--- src/rtl/ooo_pkg.sv ---
// Shared out-of-order core package: register-file sizing and the physical
// tag type, used by both the RAT and the free list.
package ooo_pkg;

  localparam int NUM_LRS    = 10;
  localparam int ADDR_WIDTH = 5;
  localparam int NUM_PRS    = 2 ** ADDR_WIDTH;

  typedef logic [ADDR_WIDTH-1:0] tag_t;

  // Reset content of free-list slot k: the RAT owns tags 0..NUM_LRS-1 at
  // reset, so the free list starts with every remaining tag in order.
  function automatic int init_tag(input int k, input int num_lrs);
    return num_lrs + k;
  endfunction

endpackage

--- src/rtl/free_list_ram.sv ---
// Ring storage for the free list: one synchronous write port, one
// asynchronous read port. Reset preloads the tags not owned by the RAT.
module free_list_ram
  import ooo_pkg::*;
#(
  parameter int ADDR_W    = 5,
  parameter int INIT_BASE = 10
) (
  input  logic              clk,
  input  logic              rst,
  input  logic              we_i,
  input  logic [ADDR_W-1:0] waddr_i,
  input  logic [ADDR_W-1:0] wdata_i,
  input  logic [ADDR_W-1:0] raddr_i,
  output logic [ADDR_W-1:0] rdata_o
);

  localparam int DEPTH = 2 ** ADDR_W;

  logic [ADDR_W-1:0] mem_q [DEPTH];

  // Preload slots 0..DEPTH-INIT_BASE-1 on reset, otherwise take the write port.
  always_ff @(posedge clk) begin
    if (rst) begin
      for (int k = 0; k < DEPTH; k++) begin
        if (k < DEPTH - INIT_BASE) mem_q[k] <= ADDR_W'(init_tag(k, INIT_BASE));
        else                       mem_q[k] <= '0;
      end
    end else if (we_i) begin
      mem_q[waddr_i] <= wdata_i;
    end
  end

  assign rdata_o = mem_q[raddr_i];

endmodule

--- src/rtl/free_list.sv ---
// Physical-register free list for the rename stage. Three wrap-bit pointers
// walk a ring: [commit_head, spec_head) holds speculatively allocated tags,
// [spec_head, tail) holds tags free for allocation. A flush rewinds
// spec_head to commit_head, returning every uncommitted tag to the pool.
// Build option: define OOO_FREE_LIST_ERR_EN for sticky err flags
// (err[0] release overflow, err[1] commit underflow); otherwise err reads 0.
module free_list #(
  parameter int NUM_LRS    = ooo_pkg::NUM_LRS,
  parameter int ADDR_WIDTH = ooo_pkg::ADDR_WIDTH
) (
  input  logic                  clk,
  input  logic                  rst,
  input  logic                  alloc_req,
  output logic [ADDR_WIDTH-1:0] alloc_tag,
  output logic                  alloc_valid,
  input  logic                  release_valid,
  input  logic [ADDR_WIDTH-1:0] release_tag,
  input  logic                  commit_valid,
  input  logic                  flush,
  output logic [ADDR_WIDTH:0]   free_count,
  output logic [1:0]            err
);

  localparam int PW      = ADDR_WIDTH + 1;
  localparam int NUM_PRS = 2 ** ADDR_WIDTH;
  localparam logic [PW-1:0] CAP = PW'(NUM_PRS - NUM_LRS);

  logic [PW-1:0] tail_q, tail_d;
  logic [PW-1:0] spec_head_q, spec_head_d;
  logic [PW-1:0] commit_head_q, commit_head_d;
  logic [PW-1:0] occupancy;
  logic          do_alloc, do_release, do_commit;

  assign free_count  = tail_q - spec_head_q;
  assign alloc_valid = (free_count != '0);

  // Accept each request, then step the pointers; commit lands first so the
  // release capacity check and the flush rewind both see the new commit_head.
  always_comb begin
    do_alloc      = alloc_req && alloc_valid && !flush;
    do_commit     = commit_valid && (commit_head_q != spec_head_q);
    commit_head_d = commit_head_q + {{ADDR_WIDTH{1'b0}}, do_commit};
    occupancy     = tail_q - commit_head_d;
    do_release    = release_valid && (occupancy < CAP);
    tail_d        = tail_q + {{ADDR_WIDTH{1'b0}}, do_release};
    if (flush) spec_head_d = commit_head_d;
    else       spec_head_d = spec_head_q + {{ADDR_WIDTH{1'b0}}, do_alloc};
  end

  // Pointer registers; reset hands out tags NUM_LRS.. first.
  always_ff @(posedge clk) begin
    if (rst) begin
      tail_q        <= CAP;
      spec_head_q   <= '0;
      commit_head_q <= '0;
    end else begin
      tail_q        <= tail_d;
      spec_head_q   <= spec_head_d;
      commit_head_q <= commit_head_d;
    end
  end

  free_list_ram #(
    .ADDR_W    (ADDR_WIDTH),
    .INIT_BASE (NUM_LRS)
  ) u_ram (
    .clk     (clk),
    .rst     (rst),
    .we_i    (do_release),
    .waddr_i (tail_q[ADDR_WIDTH-1:0]),
    .wdata_i (release_tag),
    .raddr_i (spec_head_q[ADDR_WIDTH-1:0]),
    .rdata_o (alloc_tag)
  );

`ifdef OOO_FREE_LIST_ERR_EN
  logic [1:0] err_q, err_d;

  // Sticky error flags: rejected release, commit with nothing speculative.
  always_comb begin
    err_d = err_q | {commit_valid && !do_commit, release_valid && !do_release};
  end

  // Error register, cleared only by reset.
  always_ff @(posedge clk) begin
    if (rst) err_q <= '0;
    else     err_q <= err_d;
  end

  assign err = err_q;
`else
  assign err = 2'b00;
`endif

endmodule

--- config.mk ---
export PLATFORM = sky130hd
export DESIGN_NAME = free_list
export DESIGN_NICKNAME = d
export VERILOG_FILES = /design/src/rtl/ooo_pkg.sv /design/src/rtl/free_list_ram.sv /design/src/rtl/free_list.sv
export SDC_FILE = /design/constraint.sdc
export NUM_CORES = 1
export LEC_CHECK = 0
export ABC_CLOCK_PERIOD_IN_PS = 14050
export CAP_MARGIN = 30
export CORE_MARGIN = 2
export CORE_UTILIZATION = 49
export DETAILED_ROUTE_END_ITERATION = 8
export DONT_BUFFER_PORTS = 1
export GPL_ROUTABILITY_DRIVEN = 1
export PLACE_DENSITY_LB_ADDON = 0.15
export SYNTH_ARGS = -nofsm -noshare
export SYNTH_HDL_FRONTEND = slang
export SYNTH_SLANG_ARGS = --single-unit
--- constraint.sdc ---
create_clock -name clk -period 14.05 [get_ports clk]
set_input_delay 2.1075 -clock clk [delete_from_list [all_inputs] [get_ports clk]]
set_output_delay 2.1075 -clock clk [all_outputs]
set_load 0.02 [all_outputs]
==> impl_metrics.env, run 1 <==
export IMPL_status="completed"
export IMPL_via_count=7369
export IMPL_synth_warning_count=0
export IMPL_cpPeakStageDelay_ps=630
export IMPL_nets=799
export IMPL_clk_latency_ps=440
export IMPL_io_pins=25
export IMPL_ctsResizeCount=0
export IMPL_setup_viol=0
export IMPL_critPathMaxFanout=80
export IMPL_start_util_pct=49.7
export IMPL_grt_use_met2_pct=44.2
export IMPL_drive_above_1_share_pct=14.8
export IMPL_synth_distinct_cells=56
export IMPL_whs_ps=579
export IMPL_arrival_ps=6170
export IMPL_maxCapViolCount=0
export IMPL_die_w_um=147
export IMPL_min_to="tail_q[5]"
export IMPL_min_from="tail_q[5]"
export IMPL_drt_iter0_drc=1196
export IMPL_post_dp_hpwl_mm=18.7
export IMPL_tightest_slew_ps=1010
export IMPL_p_total_mw=1.65
export IMPL_crit_chain="o31a_1 > ha_1 > ha_1 > xnor2_1 > ha_1 > a21o_1 > a31o_1 > a31o_1 > o21bai_1 > and2_2 > buf_4 > and3_1 > ha_1 > nand3_1 > or3_1 > a21oi_1"
export IMPL_multi_input_area_um2=4260
export IMPL_met1_usage_pct=39.2
export IMPL_cp_end_kind="flip-flop"
export IMPL_busiest_layer="met2"
export IMPL_rsz0062_at_grt="false"
export IMPL_fin_crit_ps=5800
export IMPL_cp_required_ps=14420
export IMPL_worstSetupPathType="in2reg"
export IMPL_synth_area_um2=9990
export IMPL_synth_ff_type="edfxtp_1"
export IMPL_area_growth_synth_to_final_pct=5.33
export IMPL_clk_path_buf_depth=2
export IMPL_yosysTopAreaCell="edfxtp_1"
export IMPL_grt_use_total_pct=28.6
export IMPL_grt_use_met3_pct=7.02
export IMPL_max_slew_margin_rel_pct=32.1
export IMPL_drtAntennaViolNets=0
export IMPL_r2r_slack_ps=8460
export IMPL_root_buffer="clkbuf_16"
export IMPL_grt_overflow=0
export IMPL_postSynthCellCount=848
export IMPL_grt_pass1_vias=7071
export IMPL_die_h_um=147
export IMPL_routed_wirelength_mm=30.3
export IMPL_numCtsBuffers=17
export IMPL_ys_ff_latch=178
export IMPL_async_flop_share_pct=0
export IMPL_startpoint_type="input pin"
export IMPL_synth_avg_cell_area_um2=11.8
export IMPL_cts_sinks=178
export IMPL_grt_max_degree=81
export IMPL_core_area_um2=20100
export IMPL_post_cts_buffers=0
export IMPL_fin_crit_sh_pct=41.3
export IMPL_fillers=1759
export IMPL_hold_path_depth=2
export IMPL_max_freq_mhz=172
export IMPL_grt_pass1_wl_mm=45.1
export IMPL_finalHoldViolations=0
export IMPL_setup_tns_final_ps=0
export IMPL_p_leak_nw=3.15
export IMPL_synth_area_top_cells="edfxtp_1 48%, mux4_2 11%, nor3_1 5.6%"
export IMPL_cts_tree="yes"
export IMPL_place_area_um2=9930
export IMPL_rows=52
export IMPL_via_per_inst=6.98
export IMPL_clk_pin_slew_ps=70
export IMPL_antenna_cells=0
export IMPL_p_per_area_nw_per_um2=157
export IMPL_ir_drop_mv=0.179
export IMPL_postCtsHoldBufs=0
export IMPL_design_area_um2=10500
export IMPL_die_area_um2=21500
export IMPL_hold_class="reg2reg"
export IMPL_cp_slowest_cell="buf_4"
export IMPL_drt_pass1_iter_count=5
export IMPL_fin_skew_ps=7.14
export IMPL_yosysTopAreaCellShare_pct=48.1
export IMPL_io_buffers=0
export IMPL_reg2reg_depth=18
export IMPL_regArea_um2=5170
export IMPL_synth_edf_count=160
export IMPL_slew_violations=0
export IMPL_reg2reg_to="tail_q[5]"
export IMPL_place_congestion=0.886
export IMPL_antenna_found_initial=0
export IMPL_cp_common_cell="ha_1"
export IMPL_wl_per_cell_um=28.7
export IMPL_yosysSeqAreaShare_pct=51.7
export IMPL_r2r_start="spec_head_q[3]"
export IMPL_htree_levels=4
export IMPL_drc=0
==> area by class of cell <==
type                       instances  share of cell area (%)
clock buffer                      17                    4.04
clock inverter                    15                    1.26
inverter                          13                   0.464
multi-input combinational        546                    40.5
sequential                       178                    49.1
tap                              270                    3.21
timing repair buffer              16                    1.34
==> metal layers <==
layer	vias to the layer above	part of all wire [%]
met4	0	3.2
met2	457	47
met5	-	0
li1	3176	-
met1	3667	39
met3	69	11
==> synthesized netlist by cell type (10+ instances only) <==
| cell type | n |
|---|---|
| inv_1 | 11 |
| nor3_1 | 112 |
| edfxtp_1 | 160 |
| dfxtp_1 | 18 |
| mux4_2 | 50 |
| a41o_1 | 32 |
| or4_1 | 10 |
| nand4_1 | 34 |
| buf_2 | 28 |
| xnor2_1 | 14 |
| nor4_1 | 28 |
| nand3_1 | 93 |
| nand2_1 | 33 |
| ha_1 | 14 |
| buf_1 | 11 |
| or3_1 | 17 |
| and3_1 | 17 |
| nor2_1 | 23 |
| clkbuf_1 | 62 |
==> sequential cells by signal, indices dropped and copies added, names as in the netlist <==
| signal | count |
|---|---|
| commit_head_q | 6 |
| u_ram.mem_q | 160 |
| spec_head_q | 6 |
| tail_q | 6 |
==> how the worst max path moves through the flow <==
| stage | from | endpoint | slack, ps | cells past startpoint |
|---|---|---|---|---|
| 4_1_cts | commit_valid | tail_q[5] | 8300 | 16 |
| 2_1_floorplan | commit_valid | tail_q[1] | 8540 | 16 |
| 3_5_place_dp | commit_valid | tail_q[5] | 7870 | 16 |
| 5_1_grt | commit_valid | tail_q[5] | 8040 | 16 |
| 3_3_place_gp | commit_valid | tail_q[5] | 7980 | 16 |
| 6_report | commit_valid | tail_q[5] | 8250 | 16 |
==> cells in the final DEF, fill, tap and decap left out, drive strengths merged, types with 7 or more instances in the layout <==
cell | Yosys | layout
nor2 | 23 | 23
buf | 50 | 15
xnor2 | 16 | 16
inv | 12 | 18
a41o | 32 | 32
xor2 | 8 | 8
edfxtp | 160 | 160
nand2 | 33 | 33
clkbuf | 62 | 18
nor3 | 112 | 112
ha | 14 | 14
mux4 | 50 | 50
and3 | 19 | 19
dfxtp | 18 | 18
or4 | 10 | 10
nor4 | 28 | 28
or3 | 17 | 17
nand4 | 34 | 34
nand3 | 93 | 93
clkinv | 1 | 7
==> metrics by stage <==
step	util [%]	setup slack, ps	std cells
2_1_floorplan	-	8540	849
3_3_place_gp	49.3	7980	1020
3_5_place_dp	49.4	7870	1021
4_1_cts	52.2	8300	1053
5_1_grt	52.3	8040	1055
6_report	52.3	8250	1055
==> power breakdown <==
part / switching (mW) / internal, mW / total [mW] / leakage, nW
logic: 0.434 / 0.132 / 0.565 / 1.31
clock network: 0.215 / 0.246 / 0.461 / 0.272
registers: 0.0205 / 0.600 / 0.621 / 1.57
total: 0.669 / 0.978 / 1.65 / 3.15
==> critical path: cells and delay by family <==
kind                       cells  cell delay [ps]
AOI/OAI and AO/OA              6             1240
and+or+nand+nor                4             1010
adders and majority gates      4              920
xor gates and xnor gates       1              240
buffers and inverters          1              630
==> logic make-up after synthesis <==
family | Yosys count | share of synthesized area (%)
multiplexers | 53 | 11.6
flip-flops | 178 | 51.7
XOR/XNOR | 25 | 2.48
other | 1 | 0.0376
buffers and inverters | 125 | 5.80
AO/OA/AOI/OAI | 57 | 5.15
AND/OR/NAND/NOR | 392 | 20.9
adder cells (fa/ha/maj) | 17 | 2.27
Power figures use the tool's default switching activity.
==> inputs of run 2 (changes only) <==
--- a/config.mk
+++ b/config.mk
@@ -5,7 +5,7 @@
 export SDC_FILE = /design/constraint.sdc
 export NUM_CORES = 1
 export LEC_CHECK = 0
-export ABC_CLOCK_PERIOD_IN_PS = 14050
+export ABC_CLOCK_PERIOD_IN_PS = 5200
 export CAP_MARGIN = 30
 export CORE_MARGIN = 2
 export CORE_UTILIZATION = 49
==> constraint.sdc (replaced) <==
create_clock -name clk -period 5.2 [get_ports clk]
set_input_delay 0.78 -clock clk [delete_from_list [all_inputs] [get_ports clk]]
set_output_delay 0.78 -clock clk [all_outputs]
set_load 0.02 [all_outputs]
==> run 2 against run 1 <==
Combinational power rose to 2.9 times the previous value. Count of clock-buffer cells in the layout rose by 1. Cell area rose by 0.79%. Non-clock buffer count rose by 6. Critical path type is now reg2reg.
==> impl_metrics.env, run 2 (synthesis results as in run 1) <==
export IMPL_status="completed"
export IMPL_p_total_mw=4.61
export IMPL_max_freq_mhz=223
export IMPL_startpoint_type="flip-flop"
export IMPL_drive_above_1_share_pct=15.3
export IMPL_numCtsBuffers=17
export IMPL_area_growth_synth_to_final_pct=6.15
export IMPL_rows=52
export IMPL_place_congestion=0.880
export IMPL_largest_register="u_ram.mem_q"
export IMPL_core_area_um2=20100
export IMPL_grt_max_degree=80
export IMPL_setup_tns_final_ps=0
export IMPL_crit_chain="xnor2_1 > nand4_1 > o31a_1 > ha_1 > ha_1 > xnor2_1 > ha_1 > a21o_1 > a31o_1 > a31o_1 > o21bai_1 > and2_2 > buf_4 > a41o_1"
export IMPL_die_h_um=147
export IMPL_p_leak_nw=3.20
export IMPL_cp_slowest_cell="dfxtp_1"
export IMPL_via_per_inst=7.11
export IMPL_ctsResizeCount=0
export IMPL_arrival_ps=4610
export IMPL_die_area_um2=21500
export IMPL_die_w_um=147
export IMPL_tightest_slew_ps=946
export IMPL_postCtsHoldBufs=0
export IMPL_drc=0
export IMPL_final_core_util_pct=52.7
export IMPL_grt_overflow=0
export IMPL_io_pins=25
export IMPL_rsz0062_at_grt="false"
export IMPL_fin_skew_ps=10.3
export IMPL_htree_levels=4
export IMPL_mostFrequentLayoutCells="160 x edfxtp_1, 112 x nor3_1, 93 x nand3_1"
export IMPL_nets=805
export IMPL_cp_end_kind="flip-flop"
export IMPL_layout_commonest_cell="edfxtp_1"
export IMPL_max_slew_margin_rel_pct=36.9
export IMPL_slew_violations=0
export IMPL_io_buffers=0
export IMPL_antenna_found_initial=0
export IMPL_cpPeakStageDelay_ps=460
export IMPL_worstSetupPathType="reg2reg"
export IMPL_fin_cells=1061
export IMPL_clk_pin_slew_ps=70
export IMPL_cts_sinks=178
export IMPL_cts_tree="yes"
export IMPL_dp_cells=1029
export IMPL_p_per_area_nw_per_um2=435
export IMPL_finalHoldViolations=0
export IMPL_grt_use_total_pct=29.3
export IMPL_critPathMaxFanout=50
export IMPL_clk_path_buf_depth=2
export IMPL_root_buffer="clkbuf_16"
export IMPL_fin_crit_sh_pct=86.3
export IMPL_post_cts_buffers=0
export IMPL_grt_pass1_wl_mm=46.6
export IMPL_ir_drop_mv=0.716
export IMPL_hold_class="in2reg"
export IMPL_maxCapViolCount=0
export IMPL_clk_latency_ps=440
export IMPL_largest_register_ffs=160
export IMPL_cp_common_cell="ha_1"
export IMPL_setup_viol=0
export IMPL_antenna_cells=0
export IMPL_post_dp_hpwl_mm=19.6
export IMPL_wl_per_cell_um=29.1
export IMPL_fin_crit_ps=4490
export IMPL_routed_wirelength_mm=30.9
export IMPL_grt_pass1_vias=7278
export IMPL_cp_required_ps=5330
export IMPL_via_count=7549
export IMPL_drt_pass1_iter_count=6
export IMPL_drt_iter0_drc=1164
export IMPL_drtAntennaViolNets=0
export IMPL_start_util_pct=49.7
run 2: cell types whose count changed in the layout (fill, tap and decap cells not counted), moves of 2 or more:
cell	before	now
buf_12	0	2
buf_2	0	3
buf_4	13	15
bufinv_16	1	3
inv_6	5	1
run 2: final cells by class:
type                            count  area, um2
Inverter                           13       48.8
Fill cell                        1731       9500
Tap cell                          270        338
Sequential cell                   178       5170
Timing Repair Buffer               22        190
Clock inverter                     14        163
Multi-Input combinational cell    546       4260
Clock buffer                       18        429
run 2: worst paths after layout:
check / startpoint / to / slack [ps] / cells after the start
setup / recovery: commit_head_q[3] / u_ram.mem_q[1][3] / 710 / 14
hold / removal: rst / spec_head_q[0] / 400 / 1
setup reg to reg: commit_head_q[3] / u_ram.mem_q[1][3] / 710 / 14
hold reg to reg: tail_q[5] / tail_q[5] / 560 / 2
run 2: worst max-delay path, delay by kind of cell (launching register included):
kind	cells	cell delay, ps
buf+inv	1	460
fa+ha+maj	3	760
xor+xnor	2	410
flops	1	460
simple gates	2	360
compound gates	6	1680
run 2: metrics by stage:
step | cell area, um2 | hold WS [ps] | setup WS, ps
6_report | 10600 | 404 | 714
2_1_floorplan | 9990 | 498 | 548
3_5_place_dp | 10000 | 565 | 738
4_1_cts | 10600 | 397 | 723
3_3_place_gp | 9960 | 541 | 847
5_1_grt | 10600 | 394 | 352
run 2: power by group:
part	total, mW	internal [mW]	switching, mW
logic	1.62	0.410	1.21
registers	1.67	1.62	0.0442
clock network	1.31	0.752	0.562
total	4.61	2.79	1.82
run 2: layer usage:
metal	part of all wire (%)	routed length (um)	GRT usage, %	up-vias
met1	39	12000	40.4	3774
met2	47	14400	45.0	507
li1	-	-	-	3188
met4	4.1	1260	12.7	0
met5	0	0	0	-
met3	10	3240	6.74	80
==> RTL edit 1: new RTL, settings of run 2 <==
Set the package constant `ADDR_WIDTH` to 6 (it was 5).
--- a/src/rtl/ooo_pkg.sv
+++ b/src/rtl/ooo_pkg.sv
@@ -3,7 +3,7 @@
 package ooo_pkg;
 
   localparam int NUM_LRS    = 10;
-  localparam int ADDR_WIDTH = 5;
+  localparam int ADDR_WIDTH = 6;
   localparam int NUM_PRS    = 2 ** ADDR_WIDTH;
 
   typedef logic [ADDR_WIDTH-1:0] tag_t;
Ports: changed (resized alloc_tag, free_count and release_tag); port bits go from 25 to 28. The function was not compared with the original's and may differ.
==> RTL edit 1 against run 2 <==
  * Count of clock-buffer cells in the layout increased by 31
  * Register-to-register slack got worse by 0.09 ns
  * Setup slack got worse by 0.12 ns
  * Area after synthesis rose by 110%
  * Global-route usage rose by 3.2 points
  * Sequential cell count is 227 higher
  * Design area increased by 110%
  * Wire length up 130%
  * Total power up 130%
  * Critical endpoint is now alloc_tag[5]
  * Largest cell class unchanged
==> RTL edit 1: results (changes against run 2) <==
| Metric | Value |
|---|---|
| DP HPWL | 46300 um (was 19600 um) |
| Max clock buf depth | 3 (was 2) |
| 1st-iter DRT viols | 2445 (was 1164) |
| Max stage delay on crit path | 0.68 ns (was 0.46 ns) |
| Clk_skew | 0.0192 ns (was 0.0103 ns) |
| Slew headroom | 29.8% (was 36.9%) |
| GPL Wtd Cong | 0.918 (was 0.880) |
| RR Startpoint | commit_head_q[2]$_SDFF_PP0_ (was commit_head_q[3]$_SDFF_PP0_) |
| VDD IR-drop max | 0.544 mV (was 0.716 mV) |
| Total power | 10.4 mW (was 4.61 mW) |
| Post-placement setup slack | 0.677 ns (was 0.738 ns) |
| Worst setup path start | spec_head_q[1]$_SDFF_PP0_ (was commit_head_q[3]$_SDFF_PP0_) |
| Leak | 6.49 nW (was 3.20 nW) |
| Clock latency on the worst-skew pair | 0.59 ns (was 0.44 ns) |
| Status | completed (unchanged) |
| First-pass GRT wire length | 103000 um (was 46600 um) |
| Synth top area cells | edfxtp_1 55%, mux4_2 13%, nor4_1 5.1% (was edfxtp_1 48%, mux4_2 11%, nor3_1 5.6%) |
| CP max FO | 46 (was 50) |
| Initial antenna violation count | 1 (was 0) |
| Max reg flops | 384 (was 160) |
| Post-synthesis sequential area ratio | 57.4% (was 51.7%) |
| Layout cells sized above 1 | 19.9% (was 15.3%) |
| Area of the multi-input gates | 7930 um^2 (was 4260 um^2) |
| Hold_sp | flush (was rst) |
| DP Area | 21400 um^2 (was 10000 um^2) |
| DR WL/cell | 34.6 um (was 29.1 um) |
| Commonest cells post-synth | 384 x edfxtp_1, 171 x nor4_1, 120 x mux4_2, 120 x nand4_1, 116 x clkbuf_1 (was 160 x edfxtp_1, 112 x nor3_1, 93 x nand3_1) |
| Critical-path cell with the highest stage delay | buf_4 (was dfxtp_1) |
| Number of CTS-inserted buffers | 44 (was 17) |
| CTS H-tree depth | 2 (was 4) |
[RTL edit 1: logic make-up (layout without fill, tap and decap cells)]
kind of cell | count (synthesis) | in the layout | share of synthesized area (%)
fa+ha+maj | 17 | 17 | 1.09
compound gates | 102 | 102 | 4.29
mux | 122 | 122 | 13.1
other cells | 1 | 3 | 0.0180
simple gates | 651 | 651 | 17.8
buf+inv | 222 | 166 | 4.93
xor+xnor | 32 | 32 | 1.38
flops | 405 | 405 | 57.4
[RTL edit 1: layer usage]
layer	wire length, um	up-vias	global-route usage [%]	share of wire (%)
met5	0	-	0	0
met4	3670	0	14.9	5.2
met3	8050	205	7.55	11
met2	31900	1100	48.8	45
met1	26900	7595	45.3	38
li1	-	6223	-	-
[RTL edit 1: area by class of cell]
| class | count | area share (%) |
|---|---|---|
| Clock inverter | 29 | 1.05 |
| Clock buffer | 49 | 5.01 |
| Antenna cell | 1 | 0.0110 |
| Sequential cell | 405 | 52.6 |
| Tap cell | 539 | 2.96 |
| Multi-Input combinational cell | 926 | 34.8 |
| Timing Repair Buffer | 77 | 3.38 |
| Inverter | 11 | 0.181 |
[RTL edit 1: path summary, 6_finish.rpt]
check	slack, ns	endpoint
worst max register to register	0.62	u_ram.mem_q[16][5]$_SDFFCE_PN0P_
worst min-delay path	0.29	spec_head_q[4]$_SDFF_PP0_
worst min register to register	0.61	commit_head_q[6]$_SDFF_PP0_
worst max-delay path	0.60	alloc_tag[5]
[RTL edit 1: power breakdown]
part	internal (mW)	total [mW]	switching (mW)
logic	0.884	3.55	2.66
registers	3.66	3.73	0.0674
clock network	1.77	3.09	1.32
total	6.32	10.4	4.05
==> RTL edit 2: new RTL, flow settings as in run 2 <==
Made on the original files. Register the output `alloc_tag`, with the module's reset; this adds one clock of latency there. The other outputs are not delayed to match.
--- a/src/rtl/free_list.sv
+++ b/src/rtl/free_list.sv
@@ -24,6 +24,8 @@
   localparam int PW      = ADDR_WIDTH + 1;
   localparam int NUM_PRS = 2 ** ADDR_WIDTH;
   localparam logic [PW-1:0] CAP = PW'(NUM_PRS - NUM_LRS);
+
+  logic [ADDR_WIDTH-1:0] alloc_tag_d;
 
   logic [PW-1:0] tail_q, tail_d;
   logic [PW-1:0] spec_head_q, spec_head_d;
@@ -70,7 +72,7 @@
     .waddr_i (tail_q[ADDR_WIDTH-1:0]),
     .wdata_i (release_tag),
     .raddr_i (spec_head_q[ADDR_WIDTH-1:0]),
-    .rdata_o (alloc_tag)
+    .rdata_o (alloc_tag_d)
   );
 
 `ifdef OOO_FREE_LIST_ERR_EN
@@ -92,5 +94,13 @@
   assign err = 2'b00;
 `endif
 
+  always_ff @(posedge clk) begin
+    if (rst) begin
+      alloc_tag <= '0;
+    end else begin
+      alloc_tag <= alloc_tag_d;
+    end
+  end
+
 endmodule
 
Formal check against the unedited RTL: not equivalent (a bounded check fails within 4 cycles, from zero or initial values and one cycle with rst high).
==> RTL edit 2 against run 2 <==
  * Design area fell by 0.30%
  * Sequential share of layout area rose by 1.1 points
  * Synthesized cell count fell by 9.2%
  * Wire length fell by 8.5%
  * Total power fell by 1.8%
  * Setup slack got worse by 0.22 ns
  * Non-clock buffer count rose by 24
  * Sequential cell count rose by 5
  * Die area fell by 3.6%
  * Area after synthesis fell by 3.7%
  * Worst hold slack improved by 0.016 ns
  * Critical path type unchanged
==> RTL edit 2: results (changes against run 2) <==
| Metric | Value |
|---|---|
| Commonest cells post-synth | 160 x edfxtp_1, 68 x nor4_1, 62 x nand2_1 (was 160 x edfxtp_1, 112 x nor3_1, 93 x nand3_1) |
| VDD IR-drop max | 0.678 mV (was 0.716 mV) |
| Synth top area cells | edfxtp_1 50%, mux4_2 12%, dfxtp_1 4.8% (was edfxtp_1 48%, mux4_2 11%, nor3_1 5.6%) |
| DP HPWL | 17900 um (was 19600 um) |
| GPL Wtd Cong | 0.906 (was 0.880) |
| First-pass GRT wire length | 42800 um (was 46600 um) |
| Clk_skew | 0.0175 ns (was 0.0103 ns) |
| Yosys top cell area share | 50.0% (was 48.1%) |
| WL final | 28200 um (was 30900 um) |
| Number of global-route vias before repair | 6851 (was 7278) |
| DP Cell Count | 994 (was 1029) |
| 1st-iter DRT viols | 1157 (was 1164) |
| Post-placement setup slack | 0.570 ns (was 0.738 ns) |
| Post-route insts no fill | 1026 (was 1061) |
| Pre-antenna DRT Iters | 5 (was 6) |
| Nets | 775 (was 805) |
| Layout cells sized above 1 | 18.9% (was 15.3%) |
| GRT Util Overall | 28.5% (was 29.3%) |
| DP Area | 9990 um^2 (was 10000 um^2) |
| Max stage delay on crit path | 0.87 ns (was 0.46 ns) |
| Switching pwr | 1.78 mW (was 1.82 mW) |
| CP max FO | 15 (was 50) |
| Cell count after synthesis | 770 (was 848) |
| Post-synthesis sequential area ratio | 54.8% (was 51.7%) |
| Leak | 3.12 nW (was 3.20 nW) |
| Status | completed (unchanged) |
==> RTL edit 2: cell count changes after synthesis, moves of 7 or more <==
cell	change
nand2_1	+29
or3_1	-15
nand3_1	-55
buf_6	-9
nor4_1	+40
o41ai_1	+24
nor3_1	-71
clkbuf_1	-16
nor2_1	+7
or4_1	+18
a41o_1	-24
and3_1	-11
nand4_1	-10
==> RTL edit 2: worst max-delay path: cells and delay by family (launching register included) <==
family / cells / cell delay [ns]
flip-flops: 1 / 0.42
AND/OR/NAND/NOR: 1 / 0.10
adder cells (fa/ha/maj): 4 / 1.13
buffers and inverters: 1 / 0.25
XOR/XNOR: 3 / 0.64
AO/OA/AOI/OAI: 5 / 1.88
==> RTL edit 2: final cells by class <==
type	count	area (um^2)
Fill cell	1599	8770
Clock inverter	13	108
Tap cell	265	332
Clock buffer	19	475
Inverter	12	45.0
Multi-Input combinational cell	488	3970
Sequential cell	183	5270
Timing Repair Buffer	46	370
==> RTL edit 2: worst paths after layout <==
check / endpoint / depth (start not counted) / slack [ns] / from
setup / recovery: u_ram.mem_q[29][2]$_SDFFCE_PN0P_ / 14 / 0.49 / commit_head_q[2]$_SDFF_PP0_
hold / removal: tail_q[0]$_SDFF_PP0_ / 1 / 0.42 / rst
setup reg to reg: u_ram.mem_q[29][2]$_SDFFCE_PN0P_ / 14 / 0.49 / commit_head_q[2]$_SDFF_PP0_
hold reg to reg: tail_q[5]$_SDFF_PP0_ / 2 / 0.60 / tail_q[5]$_SDFF_PP0_
==> RTL edit 2: power by group through the flow <==
stage	clock, mW	sequential (mW)	combinational, mW
floorplan	0	1.73	1.14
global placement	0	1.76	1.43
detailed placement	0	1.76	1.46
CTS	1.29	1.73	1.46
global route	1.36	1.73	1.61
finish	1.29	1.73	1.50
==> RTL edit 2: stage by stage <==
stage	hold WS (ns)	power, mW
CTS	0.403	4.48
global route	0.395	4.70
finish	0.420	4.52
floorplan	0.542	2.87
detailed placement	0.583	3.22
global placement	0.567	3.19
==> RTL edit 2: per-layer routing <==
metal | up-vias | GRT usage [%] | wire [um]
met1 | 3494 | 39.3 | 11000
met2 | 455 | 44.7 | 13300
li1 | 3040 | - | -
met4 | 0 | 9.55 | 940
met5 | - | 0 | 0
met3 | 80 | 6.95 | 2980
==> RTL edit 2: cell families after synthesis <==
logic type / synth area share [%]
xor gates and xnor gates: 2.36
AOI/OAI and AO/OA: 5.13
other: 0.0390
muxes: 11.9
adders and majority gates: 2.36
DFF: 54.8
buffers and inverters: 4.41
and+or+nand+nor: 19.0
